--- config.mk ---
export PLATFORM = sky130hd
export DESIGN_NAME = display_scan_ctrl
export DESIGN_NICKNAME = d
export VERILOG_FILES = /design/src/rtl/display_scan_ctrl.sv
export SDC_FILE = /design/constraint.sdc
export NUM_CORES = 1
export LEC_CHECK = 0
export ABC_AREA = 1
export CAP_MARGIN = 10
export CORE_MARGIN = 4
export CORE_UTILIZATION = 43
export CTS_CLUSTER_DIAMETER = 120
export DETAILED_ROUTE_END_ITERATION = 7
export GPL_TIMING_DRIVEN = 0
export PLACE_DENSITY = 0.76
export SYNTH_ARGS = -nofsm -noshare
export SYNTH_HDL_FRONTEND = slang
export SYNTH_SLANG_ARGS = --single-unit
--- constraint.sdc ---
create_clock -name clk -period 1.7 [get_ports clk]
set_clock_uncertainty 0.15 [all_clocks]
set_input_delay 0.34 -clock clk [delete_from_list [all_inputs] [get_ports clk]]
set_output_delay 0.34 -clock clk [all_outputs]
set_load 0.03 [all_outputs]
--- src/rtl/display_scan_ctrl.sv ---
// display_scan_ctrl
//   Digit-scan scheduler and frame-aligned update controller for a four-digit
//   seven-segment display. A divider paces the 2-bit scan index. New
//   hex/point/LE content is double-buffered behind a load_req/load_ack
//   handshake and committed only on a frame boundary (scan 3 -> 0), so a
//   frame never shows mixed old and new data. While scanning is frozen
//   (en=0), a request commits on the next edge instead.
//
//   Optional feature macro: DISP_BLANK_EN
//     defined   -> blank is high for the first BLANK cycles of every digit slot
//     undefined -> blank is tied 0 and BLANK is ignored
//
// Ports
//   clk, rst          clock, synchronous active-high reset
//   en                scan enable (0 freezes divider, scan and blank)
//   load_req          commit request, held by requester until load_ack
//   hexs_in/points_in/LEs_in   staged display content
//   load_ack          one-cycle pulse after the commit edge
//   scan              current digit index 0..3
//   hexs/points/LEs   committed display content
//   blank             anode blanking window
//   frame_tick        one-cycle pulse after each 3 -> 0 scan wrap
module display_scan_ctrl #(
  parameter int DIV   = 50000,
  parameter int BLANK = 500
) (
  input  logic        clk,
  input  logic        rst,
  input  logic        en,
  input  logic        load_req,
  input  logic [15:0] hexs_in,
  input  logic [3:0]  points_in,
  input  logic [3:0]  LEs_in,
  output logic        load_ack,
  output logic [1:0]  scan,
  output logic [15:0] hexs,
  output logic [3:0]  points,
  output logic [3:0]  LEs,
  output logic        blank,
  output logic        frame_tick
);

  localparam int              CW       = $clog2(DIV);
  localparam logic [CW-1:0]   DIV_LAST = CW'(DIV - 1);

  // Elaboration-time marker: an illegal DIV/BLANK pair produces this named
  // (empty) scope, which is easy to spot in the elaborated hierarchy.
  if (DIV < 2 || BLANK < 1 || BLANK >= DIV) begin : g_illegal_params
  end

  typedef struct packed {
    logic [15:0] hexs;
    logic [3:0]  points;
    logic [3:0]  les;
  } disp_t;

  logic [CW-1:0] div_cnt_q, div_cnt_d;
  logic [1:0]    scan_q, scan_d;
  disp_t         disp_q, disp_d;
  logic          load_ack_q, load_ack_d;
  logic          frame_tick_q, frame_tick_d;
  logic          div_wrap, frame_edge, commit;

  always_comb begin
    div_wrap   = en && (div_cnt_q == DIV_LAST);
    frame_edge = div_wrap && (scan_q == 2'd3);

    div_cnt_d = div_cnt_q;
    scan_d    = scan_q;
    if (en) begin
      div_cnt_d = div_wrap ? '0 : div_cnt_q + CW'(1);
      if (div_wrap) scan_d = scan_q + 2'd1;
    end

    // load_ack_q masks the ack cycle so a request still held there is not
    // committed twice; a request seen after it is a fresh one.
    commit = load_req && !load_ack_q && (en ? frame_edge : 1'b1);

    disp_d       = commit ? disp_t'{hexs_in, points_in, LEs_in} : disp_q;
    load_ack_d   = commit;
    frame_tick_d = frame_edge;
  end

  always_ff @(posedge clk) begin
    if (rst) begin
      div_cnt_q    <= '0;
      scan_q       <= 2'd0;
      disp_q       <= '0;
      load_ack_q   <= 1'b0;
      frame_tick_q <= 1'b0;
    end else begin
      div_cnt_q    <= div_cnt_d;
      scan_q       <= scan_d;
      disp_q       <= disp_d;
      load_ack_q   <= load_ack_d;
      frame_tick_q <= frame_tick_d;
    end
  end

`ifdef DISP_BLANK_EN
  localparam logic [CW-1:0] BLANK_CNT = CW'(BLANK);

  logic blank_q, blank_d;

  // Compared against the next divider value so blank lines up with the
  // registered div_cnt; holds with the divider while frozen.
  always_comb begin
    blank_d = blank_q;
    if (en) blank_d = (div_cnt_d < BLANK_CNT);
  end

  always_ff @(posedge clk) begin
    if (rst) blank_q <= 1'b1;
    else     blank_q <= blank_d;
  end

  assign blank = blank_q;
`else
  assign blank = 1'b0;
`endif

  assign load_ack   = load_ack_q;
  assign scan       = scan_q;
  assign hexs       = disp_q.hexs;
  assign points     = disp_q.points;
  assign LEs        = disp_q.les;
  assign frame_tick = frame_tick_q;

endmodule

* After elaboration in Yosys (flattened, before gate mapping) *
Index checks and enable logic that the tools add are counted.

operators by class
  multiplexer cells = 2
  reductions and logical operators = 6
  add/subtract/negate cells = 2
  eq/ne operators = 2

operators with widths
  cell                                           number
  adder 16 x 1 -> 16 bit, second input constant  1
  == test 16 bit, second input constant          1
  2-to-1 mux 16 bit                              1
  logical AND 1 bit                              4
  adder 2 x 1 -> 2 bit, second input constant    1
  == test 2 bit, second input constant           1
  AND reduction 2 bit                            1
  logical NOT 1 bit                              1
  2-to-1 mux 1 bit                               1

storage, ports and cells
  input bits = 28
  output and inout bits = 29
  register bits after elaboration = 44

* Depth between registers and ports, before layout *
Gate-level depths: netlist (run 1).

  depth after elaboration = 5
  depth in mapped cells = 11

* Worst setup path after synthesis (run 1) *
No wires, ideal clock.

  kind = reg2reg
  from = register div_cnt_q[0]
  to = register disp_q (netlist bit hexs[2])
  arrival = 1.362 ns
  path slack = 0.072 ns
  period minus slack after synthesis = 1.628 ns
  cell stages (with the launch flop) = 12
  buffers on the path = 1
  cell sequence = dfxtp_1 > ha_1 > nand2_1 > inv_2 > nand2_2 > nor2_4 > nand3_2 > nand2_2 > buf_2 > nand3_1 > nand2_1 > nor2_1

on the way
  longest elaborated chain between the ends = 5

ends and longest elaborated chain
  item                    line  source
  start, declared         57    logic [CW-1:0] div_cnt_q, div_cnt_d;
  start signal, assigned  92    div_cnt_q <= div_cnt_d;
  == test 16 bit          65    div_wrap = en && (div_cnt_q == DIV_LAST);
  logical AND 1 bit       65
  logical AND 1 bit       66    frame_edge = div_wrap && (scan_q == 2'd3);
  2-to-1 mux 1 bit        77    commit = load_req && !load_ack_q && (en ? frame_edge : 1'b1);
  logical AND 1 bit       77
  end signal, assigned    94    disp_q <= disp_d;
  end, declared           59    disp_t disp_q, disp_d;

No other way between the ends.
A chain may end at the register's enable or synchronous reset.

* Worst setup path after layout (run 1) *
  from = register div_cnt_q[1]
  to = register disp_q (netlist bit hexs[11])

The elaborated chain is that of the path after synthesis.

==> reports/qor.csv, run 1 <==
stage,metric,value,unit
min_path,worst hold stages,2,
routing,drt via density,4.90,
finish,FF+latch area,887,um2
power,cell internal pwr,1680,uW
place,HPWL after DPL,3540,um
critical_path,"Top cell by count, worst path",nand2_2,
finish,layout cell share with drive strength beyond 1,0.126,
routing,detailed-route wire length per cell,12.2,um
synth,Synth top area share,0.435,
job,maxcap violations,0,
power,Clk pwr share,0.344,
finish,Area Overhead vs Synth,42.7,%
timing,Tmin final,1.75,ns
critical_path,Crit path required time,1.75,ns
power,Psw,605,uW
global_route,largest net degree at the start of global routing,14,
critical_path,crit path kind,flop to flop,
critical_path,CP startpoint,div_cnt_q[1],
power,P per Cell Area,793,nW/um2
critical_path,reg2reg path depth,12,
synth,top post-synthesis cells by area,"dfxtp_1, nand2_1, nor2_1",
clock_tree,"Clk pin slew, worst setup/hold paths",0.08,ns
timing,Final Hold Viols,0,
critical_path,Worst path depth,12,
floorplanning,core box area,4440,um2
synth,Ys Warns,0,
critical_path,Buf/Inv on CP,3,
finish,Final #Nets,401,
timing,final worst slack,-0.0483,ns
clock_tree,TritonCTS buffer count,5,
critical_path,R2R Path Start,div_cnt_q[1],
synth,Yosys top cell by area,dfxtp_1,
critical_path,"Cell Chain, Critical Path",ha_4 -> nand2_2 -> inv_2 -> nand2_2 -> nor2_4 -> nand3_2 -> nand2_4 -> buf_6 -> buf_4 -> nand3_1 -> nand2_1 -> nor2_1,
global_route,initial antenna violation count,0,
floorplanning,die area,5870,um2
power,Logic pwr share,0.177,
run_status,violated checks,setup timing,
power,IR Drop Worst-Case VDD,0.609,mV
clock_tree,H-tree level count,2,
routing,DRT Wirelength,5150,um
critical_path,CP Launch Type,flop,
critical_path,CP peak stage delay,0.37,ns
synth,Mapped Nets,327,
finish,multi-input logic area,968,um2
synth,"Avg Cell Area, Syn",6.81,um2
critical_path,end point of the critical path,hexs[11],
routing,via count of the routed design,2079,
finish,antenna cells,0,
synth,synthesized flop and latch total,44,
critical_path,crit path capture type,flop,
run_status,outcome,finished with violations,
routing,ANT nets after route,0,
global_route,first-pass GRT wire length,8910,um
clock_tree,Longest Clk Path Bufs,2,
routing,initial DRC count,131,
floorplanning,DIE WIDTH,76.6,um
synth,sequential area share after synthesis,0.435,
power,Flop pwr share,0.479,
synth,post-synth cell types,27,
clock_tree,clk sinks,44,
place,dpl ws,-0.596,ns
timing,period utilization,1.03,
clock_tree,CTS tree,built,
clock_tree,worst skew pair latency,0.30,ns
place,Port Buf Inserts,55,
critical_path,CP top delay family,simple AND/OR/NAND/NOR gates,
critical_path,arrival time worst endpoint,1.79,ns
power,P_leak,0.00139,uW
critical_path,CP max stage cell,dfxtp_4,
floorplanning,Ports,57,
global_route,vias in the first global route,1937,
global_route,grt total ovfl,0,
critical_path,"setup slack, reg-to-reg",-0.05,ns
timing,Max Clock Freq,0.572,GHz
synth,Cells after Synth,297,
routing,Initial DRT Pass Iterations,4,
critical_path,R2R Path End,hexs[11],
floorplanning,Die Span Y,76.6,um
min_path,hold crit path type,flop to flop,
timing,RSZ-0062 raised after global routing,yes,
critical_path,CP max FO,6,
finish,FILL cells,409,
timing,fin. max-slew vios,0,
power,switching portion of total power,0.264,
place,GP Congestion,0.842,
routing,DRC viols,0,
clock_tree,Root Driver,clkbuf_8,
synth,Post-Syn Area,2020,um2
clock_tree,cts hold-fix bufs,0,
floorplanning,row count,24,
floorplanning,Initial Util,0.455,
global_route,GRT Total Usage,0.184,
finish,final core area utilization,0.649,
timing,final setup fails,17,
[Yosys cell counts]
cell type,count
nor2_4,1
xnor2_1,1
conb_1,1
nor2_1,50
buf_2,3
nor3_1,6
nand2_1,51
o21a_1,3
ha_1,2
o21ai_0,5
nand3_1,33
clkbuf_1,7
o22ai_1,1
o21bai_1,1
inv_2,2
a21oi_1,35
a31oi_1,1
o31ai_1,1
dfxtp_1,44
nand3_2,1
nand2_2,2
nor3b_1,1
buf_6,2
clkinv_1,1
inv_1,40
buf_4,1
nand4_1,1
[worst register-to-register path: cells and delay by family, from the launching register on]
| family | cells | cell delay [ns] |
|---|---|---|
| fa+ha+maj | 1 | 0.14 |
| simple gates | 8 | 0.66 |
| buf+inv | 3 | 0.32 |
| flops | 1 | 0.37 |
[area by class of cell]
type	count	share of cell area
Inverter	43	0.0564
Timing Repair Buffer	67	0.210
Sequential cell	44	0.307
Tap cell	52	0.0225
Clock inverter	2	0.0121
Multi-Input combinational cell	197	0.336
Clock buffer	6	0.0251
Buffer	13	0.0312
[sequential cells by signal, indices dropped and copies added (netlist names)]
register,count
load_ack,1
LEs,4
hexs,16
points,4
frame_tick,1
div_cnt_q,16
scan,2
[repair_timing]
| action | 4_1_cts | 5_1_grt |
|---|---|---|
| cloned | 2 | 0 |
| setup buffers | 10 | 0 |
| endpoints found under the setup margin | 69 | 37 |
| endpoints found under the hold margin | 0 | 0 |
| pin swaps | 4 | 6 |
| resized for setup | 48 | 12 |
[logic make-up (layout without fill, tap and decap cells)]
| kind of cell | after synthesis | count (layout) | synth area share |
|---|---|---|---|
| AND/OR/NAND/NOR | 146 | 146 | 0.307 |
| buffers and inverters | 56 | 131 | 0.115 |
| AO/OA/AOI/OAI | 47 | 47 | 0.124 |
| flip-flops | 44 | 44 | 0.435 |
| adder cells (fa/ha/maj) | 2 | 2 | 0.0124 |
| other | 1 | 1 | 0.00185 |
| XOR/XNOR | 1 | 1 | 0.00433 |
[stage by stage]
stage          setup TNS [ns]  std cells  power (uW)  instance area (um2)  hold WS [ns]
4_1_cts              -0.00554        424        2300                 2850         0.337
3_3_place_gp           -20.94        404        1520                 2640         0.311
2_1_floorplan               0        297        1340                 2020         0.262
6_report               -0.365        424        2290                 2890         0.323
3_5_place_dp           -21.69        404        1520                 2640         0.321
5_1_grt                 -2.49        424        2410                 2890         0.363
[worst min path at each step]
stage | startpoint | to | slack, ns
after floorplan | rst | load_ack | 0.26
after global placement | hexs[4] | hexs[4] | 0.31
after detailed placement | hexs[1] | hexs[1] | 0.32
after CTS | hexs[1] | hexs[1] | 0.34
after global routing | hexs[5] | hexs[5] | 0.36
final | hexs[0] | hexs[0] | 0.32
[layer usage]
layer	routed length, um	GRT usage
met1	2270	0.227
met2	2480	0.308
met3	355	0.0567
met5	0	0
met4	45	0.0507
[power by group through the flow]
stage | clock [uW] | combinational, uW | sequential (uW)
finish | 788 | 404 | 1100
global placement | 0 | 397 | 1120
global route | 870 | 441 | 1100
floorplan | 0 | 145 | 1200
detailed placement | 0 | 401 | 1120
CTS | 806 | 400 | 1100
[layout by cell type (no fill, tap or decap), types with 3 or more instances in the layout]
master           instances
o21ai_0                  5
clkdlybuf4s50_1         26
buf_6                    5
nor2_1                  47
clkbuf_1                 5
o21a_1                   3
dfxtp_1                 41
dlygate4sd2_1           29
inv_1                   40
a21oi_1                 33
nor3_1                   5
nand2_1                 49
buf_4                   12
nand3_1                 33
clkbuf_8                 5
Power figures use the tool's default switching activity.
==> run 2, diff against run 1 <==
- HOLD_SLACK_MARGIN: default -> 0.12
==> results of run 2 <==
Same layout as run 1: the final DEF is identical, and so are final timing and power.
